$ cat src/rtl/hilo_div_unit.sv
// hilo_div_unit: multi-cycle restoring divider for MIPS DIV/DIVU.
// Produces the remainder on o_hi and the quotient on o_lo, with a one-cycle
// o_ready strobe that doubles as the HI/LO write enable.
//
// Handshake: a request is taken when i_start=1 and i_annul=0 while the unit
// is IDLE (o_busy=0). From the next cycle o_busy stays high until the cycle
// after o_ready. o_ready is a single-cycle pulse with o_hi/o_lo valid in that
// same cycle; there is no back-pressure. i_annul drops an in-flight request
// (BYZERO/RUN) without a strobe. i_start outside IDLE is ignored.
module hilo_div_unit #(
    parameter int WIDTH = 32,
    parameter int ITER  = 32
) (
    input  logic             clk,
    input  logic             rst,
    input  logic             i_start,
    input  logic             i_annul,
    input  logic             i_signed,
    input  logic [WIDTH-1:0] i_dividend,
    input  logic [WIDTH-1:0] i_divisor,
    output logic             o_busy,
    output logic             o_ready,
    output logic [WIDTH-1:0] o_hi,
    output logic [WIDTH-1:0] o_lo,
    output logic [1:0]       o_state
);

    localparam int CW = $clog2(ITER + 1);

    typedef enum logic [1:0] {
        S_IDLE   = 2'd0,
        S_BYZERO = 2'd1,
        S_RUN    = 2'd2,
        S_DONE   = 2'd3
    } state_e;

    state_e           state_q, state_d;
    logic [CW-1:0]    cnt_q, cnt_d;
    logic [WIDTH-1:0] dvd_q, dvd_d;   // dividend bits shift out, quotient bits shift in
    logic [WIDTH-1:0] rem_q, rem_d;   // partial remainder
    logic [WIDTH-1:0] dvs_q, dvs_d;   // divisor magnitude
    logic             qneg_q, qneg_d;
    logic             rneg_q, rneg_d;
    logic [WIDTH-1:0] hi_q, hi_d;
    logic [WIDTH-1:0] lo_q, lo_d;
    logic             ready_q, ready_d;
    logic             busy_q, busy_d;

    // Operand magnitudes and signs seen at acceptance
    logic             a_neg, b_neg;
    logic [WIDTH-1:0] a_mag, b_mag;

    // One restoring step: trial-subtract the divisor from {rem, next dividend bit}
    logic [WIDTH:0]   shifted;
    logic [WIDTH+1:0] diff;
    logic             fits;
    logic [WIDTH-1:0] rem_step, quo_step;

    // Datapath for operand capture and a single division iteration
    always_comb begin
        a_neg    = i_signed & i_dividend[WIDTH-1];
        b_neg    = i_signed & i_divisor[WIDTH-1];
        a_mag    = a_neg ? (~i_dividend + 1'b1) : i_dividend;
        b_mag    = b_neg ? (~i_divisor + 1'b1) : i_divisor;
        shifted  = {rem_q, dvd_q[WIDTH-1]};
        diff     = {1'b0, shifted} - {2'b00, dvs_q};
        fits     = ~diff[WIDTH+1];
        rem_step = fits ? WIDTH'(diff) : WIDTH'(shifted);
        quo_step = {dvd_q[WIDTH-2:0], fits};
    end

    // Next-state and register update decisions for the divider FSM
    always_comb begin
        state_d = state_q;
        cnt_d   = cnt_q;
        dvd_d   = dvd_q;
        rem_d   = rem_q;
        dvs_d   = dvs_q;
        qneg_d  = qneg_q;
        rneg_d  = rneg_q;
        hi_d    = hi_q;
        lo_d    = lo_q;
        ready_d = 1'b0;
        busy_d  = busy_q;

        case (state_q)
            S_IDLE: begin
                if (i_start && !i_annul) begin
                    busy_d  = 1'b1;
                    cnt_d   = '0;
                    rem_d   = '0;
                    dvd_d   = a_mag;
                    dvs_d   = b_mag;
                    qneg_d  = a_neg ^ b_neg;
                    rneg_d  = a_neg;
                    state_d = (i_divisor == '0) ? S_BYZERO : S_RUN;
                end
            end
            S_BYZERO: begin
                if (i_annul) begin
                    busy_d  = 1'b0;
                    state_d = S_IDLE;
                end else begin
                    hi_d    = '0;
                    lo_d    = '0;
                    ready_d = 1'b1;
                    state_d = S_DONE;
                end
            end
            S_RUN: begin
                if (i_annul) begin
                    busy_d  = 1'b0;
                    state_d = S_IDLE;
                end else begin
                    rem_d = rem_step;
                    dvd_d = quo_step;
                    cnt_d = cnt_q + 1'b1;
                    if (cnt_q == CW'(ITER - 1)) begin
                        lo_d    = qneg_q ? (~quo_step + 1'b1) : quo_step;
                        hi_d    = rneg_q ? (~rem_step + 1'b1) : rem_step;
                        ready_d = 1'b1;
                        state_d = S_DONE;
                    end
                end
            end
            S_DONE: begin
                busy_d  = 1'b0;
                state_d = S_IDLE;
            end
            default: begin
                busy_d  = 1'b0;
                state_d = S_IDLE;
            end
        endcase
    end

    // State and datapath registers, cleared by asynchronous reset
    always_ff @(posedge clk or negedge rst) begin
        if (!rst) begin
            state_q <= S_IDLE;
            cnt_q   <= '0;
            dvd_q   <= '0;
            rem_q   <= '0;
            dvs_q   <= '0;
            qneg_q  <= 1'b0;
            rneg_q  <= 1'b0;
            hi_q    <= '0;
            lo_q    <= '0;
            ready_q <= 1'b0;
            busy_q  <= 1'b0;
        end else begin
            state_q <= state_d;
            cnt_q   <= cnt_d;
            dvd_q   <= dvd_d;
            rem_q   <= rem_d;
            dvs_q   <= dvs_d;
            qneg_q  <= qneg_d;
            rneg_q  <= rneg_d;
            hi_q    <= hi_d;
            lo_q    <= lo_d;
            ready_q <= ready_d;
            busy_q  <= busy_d;
        end
    end

    assign o_busy  = busy_q;
    assign o_ready = ready_q;
    assign o_hi    = hi_q;
    assign o_lo    = lo_q;
    assign o_state = state_q;

endmodule

$ cat config.mk
export PLATFORM = sky130hd
export DESIGN_NAME = hilo_div_unit
export DESIGN_NICKNAME = d
export VERILOG_FILES = /design/src/rtl/hilo_div_unit.sv
export SDC_FILE = /design/constraint.sdc
export NUM_CORES = 1
export LEC_CHECK = 0
export ABC_CLOCK_PERIOD_IN_PS = 15550
export CAP_MARGIN = 20
export CORE_ASPECT_RATIO = 1.2
export CORE_MARGIN = 2
export CORE_UTILIZATION = 50
export DETAILED_ROUTE_END_ITERATION = 10
export PLACE_DENSITY = 0.72
export SLEW_MARGIN = 20
export SYNTH_ARGS = -nofsm -noshare
export SYNTH_HDL_FRONTEND = slang
export SYNTH_SLANG_ARGS = --single-unit
export TNS_END_PERCENT = 20
$ cat constraint.sdc
create_clock -name clk -period 15.55 [get_ports clk]
set_input_delay 1.555 -clock clk [delete_from_list [all_inputs] [get_ports clk]]
set_output_delay 1.555 -clock clk [all_outputs]
set_load 0.1 [all_outputs]
==> summary.txt <==
Status
  • Status: completed

Global route
  • Total gr overflow: 0
  • First-pass GRT wire length: 55700 um
  • GRT Overall Usage: 27.4%
  • Antenna violations before repair: 0
  • Largest net degree at the start of global routing: 103
  • Vias in the first global route: 10700

Timing
  • Hold Worst Slack: 0.478 ns
  • Highest clock rate: 169 MHz
  • Worst rel slew slack: 31.1%
  • RSZ-0062 raised after global routing: false
  • Final Cycle Share: 38.0%
  • Final hold viol count: 0
  • Clock Skews: 0.0161 ns
  • Min Tclk post-route: 5.90 ns
  • Setup-failing EPs final: 0
  • Slew Limit Fails: 0
  • Worst-Margin Slew: 1.03 ns
  • Final TNS setup: 0 ns

Clock network
  • Clk buf depth: 2
  • Post-CTS Hold Buffers: 0
  • Clock root cell: clkbuf_16
  • CTS H-Tree Depth: 4
  • Worst-path clk slew: 0.07 ns
  • Skew-Pair Late Insertion Delay: 0.45 ns
  • Setup bufs post-CTS: 0
  • CTS tree: done
  • CTS resizes: 0
  • CTS Sinks: 172
  • CTS buffer count: 17

Routing
  • Final ANT Viol Nets: 0
  • Avg WL per Cell: 18.5 um
  • Met2 wire len: 17200 um
  • Max layer used: met4
  • Vias/cell: 5.89
  • Final WL: 34200 um
  • Detailed-route DRC error count: 0
  • Met3 wire len: 1210 um
  • Drt first pass iters: 5
  • Met1 WL: 13900 um
  • Routed via count: 10900
  • First DRT Iteration DRCs: 662

Synth
  • Synth Flop Type: dfrtp_1
  • Syn nets: 1548
  • Ys Warns: 0
  • #FFs+latches synth: 172
  • Async set-reset flop share out of synthesis: 100%
  • Mean area per synthesized cell: 8.31 um2
  • EDFF count, synth: 0
  • Sequential element share of the synthesized area: 36.0%
  • Synth unique cells: 78
  • Synth Cell Area: 11900 um2
  • Post-Syn Instances: 1437

Worst setup path
  • Reg2reg end: o_hi[30]$_DFFE_PN0P_
  • Crit path DAT: 6.28 ns
  • Origin of the critical flop-to-flop path: rem_q[6]$_DFFE_PN0P_
  • Worst R2R Path Depth: 17
  • Worst Setup SP: rem_q[6]$_DFFE_PN0P_
  • Crit end category: register
  • Crit path required time: 15.93 ns
  • Largest fanout on the critical path: 53
  • Crit path to: o_hi[30]$_DFFE_PN0P_
  • Kind of critical path: reg -> reg
  • Worst R2R Setup Slack: 9.65 ns
  • Worst Setup Start Kind: register

Finish
  • Area grow syn2layout: 17.5%
  • Layout Nets: 1635
  • Ratio of cells with drive above 1 in the final layout: 4.42%
  • Finished Layout Cells: 1852
  • Design area: 14000 um2
  • # diodes: 0

Floorplanning
  • Initial Util: 51.2%
  • Width of the die: 145 um
  • Chip height: 173 um
  • Row Count: 61
  • # IOs: 137
  • Die area: 25200 um2
  • Core area: 23400 um2

Power and ir drop
  • P_leak: 5.83 nW
  • Peak VDD IR: 0.115 mV
  • Pwr per Cell Area: 221 nW/um2

Place
  • Placed Instance Area: 13500 um2
  • Placer Congestion: 0.911
  • Detailed placer's ending HPWL: 25500 um
  • IO Port Bufs: 136
  • Placed cells: 1820

Min path
  • Critical hold path startpoint: o_hi[20]$_DFFE_PN0P_
  • Hold Crit Class: reg -> reg

Run
  • Max-cap violation count: 0
routing by layer:
| layer | up-vias | track usage [%] |
|---|---|---|
| li1 | 5324 | - |
| met3 | 84 | 3.45 |
| met4 | 0 | 14.9 |
| met5 | - | 0 |
| met2 | 303 | 48.7 |
| met1 | 5199 | 32.3 |
final cells by class:
class | count | area, um2
inverters | 58 | 220
well taps | 315 | 394
multi-input cells | 1131 | 7130
repair buffers | 144 | 1420
flip-flops and latches | 172 | 4310
clock buffers | 24 | 462
clock inverters | 8 | 110
fillers | 2181 | 9310
worst min-delay path by stage:
stage                                 end  slack, ns  depth (start not counted)
global placement     o_hi[20]$_DFFE_PN0P_       0.46                          2
detailed placement   o_hi[14]$_DFFE_PN0P_       0.47                          2
finish               o_hi[20]$_DFFE_PN0P_       0.48                          2
global route        dvs_q[17]$_DFFE_PN0P_       0.51                          2
CTS                  o_hi[20]$_DFFE_PN0P_       0.49                          2
floorplan           dvs_q[10]$_DFFE_PN0P_       0.45                          2
cells in the final DEF, fill, tap and decap left out, drive strengths merged, types with 8 or more instances in the layout:
master / n
xor2: 94
or2: 8
a31oi: 12
and3: 8
nor4: 15
buf: 9
nor2: 70
nand2: 217
nand4: 13
or4: 15
a22oi: 31
inv: 60
mux2i: 21
a21o: 12
clkbuf: 24
o21a: 11
o21ai: 220
nor3: 26
or3: 16
nor2b: 10
clkdlybuf4s50: 135
a21oi: 79
nand3: 28
xnor2: 56
ha: 41
o41ai: 14
dfrtp: 172
o31ai: 32
critical path, cell delays in order (launching register included):
cell       delay [ns]
dfrtp_1          0.44
ha_1             0.52
and3_1           0.24
nand2_1          0.09
a2111oi_4        0.53
o211ai_4         0.15
a2111o_1         0.53
nand2_4          0.52
inv_4            0.35
mux2i_1          0.34
ha_1             0.31
nand2_1          0.11
nor4_1           0.20
and4b_1          0.26
a41o_1           0.26
nand4_1          0.28
or4b_1           0.58
nand3_1          0.09
registers in the layout, summed over array words and instances, names as in the netlist:
signal	cells
cnt_q	6
dvd_q	32
dvs_q	32
o_busy	1
o_hi	32
o_lo	32
o_ready	1
o_state	2
qneg_q	1
rem_q	32
rneg_q	1
Yosys cell counts (28+ instances only):
cell        n  area, um2
dfrtp_1   172       4300
nand2_1   216        811
a22oi_1    31        233
inv_1      57        214
nor2_1     70        263
xor2_1     94        823
a21oi_1    78        390
o21ai_0   213       1070
ha_1       41        513
xnor2_1    56        490
clkbuf_1   62        233
nand3_1    28        140
o31ai_1    31        233
cell families after synthesis:
| kind of cell | share of synthesized area (%) |
|---|---|
| AO/OA/AOI/OAI | 24.3 |
| XOR/XNOR | 11.0 |
| adder cells (fa/ha/maj) | 4.46 |
| buffers and inverters | 4.41 |
| flip-flops | 36.0 |
| multiplexers | 2.04 |
| AND/OR/NAND/NOR | 17.8 |
report_power, final:
| part | switching [W] | internal [W] | total, W |
|---|---|---|---|
| Combinational | 0.00127 | 0.000701 | 0.00197 |
| Clock | 0.000188 | 0.000243 | 0.000431 |
| Sequential | 0.000142 | 0.000558 | 0.000700 |
| Total | 0.00160 | 0.00150 | 0.00310 |
per-stage QoR:
step	utilization (%)	worst slack, ns	total power (W)
3_3_place_gp	57.7	9.91	0.00264
5_1_grt	60.1	9.16	0.00334
2_1_floorplan	-	10.60	0.00214
4_1_cts	60.1	9.73	0.00310
3_5_place_dp	57.7	9.77	0.00265
6_report	60.1	9.65	0.00310
No activity file was read; power rests on OpenSTA's default activity.
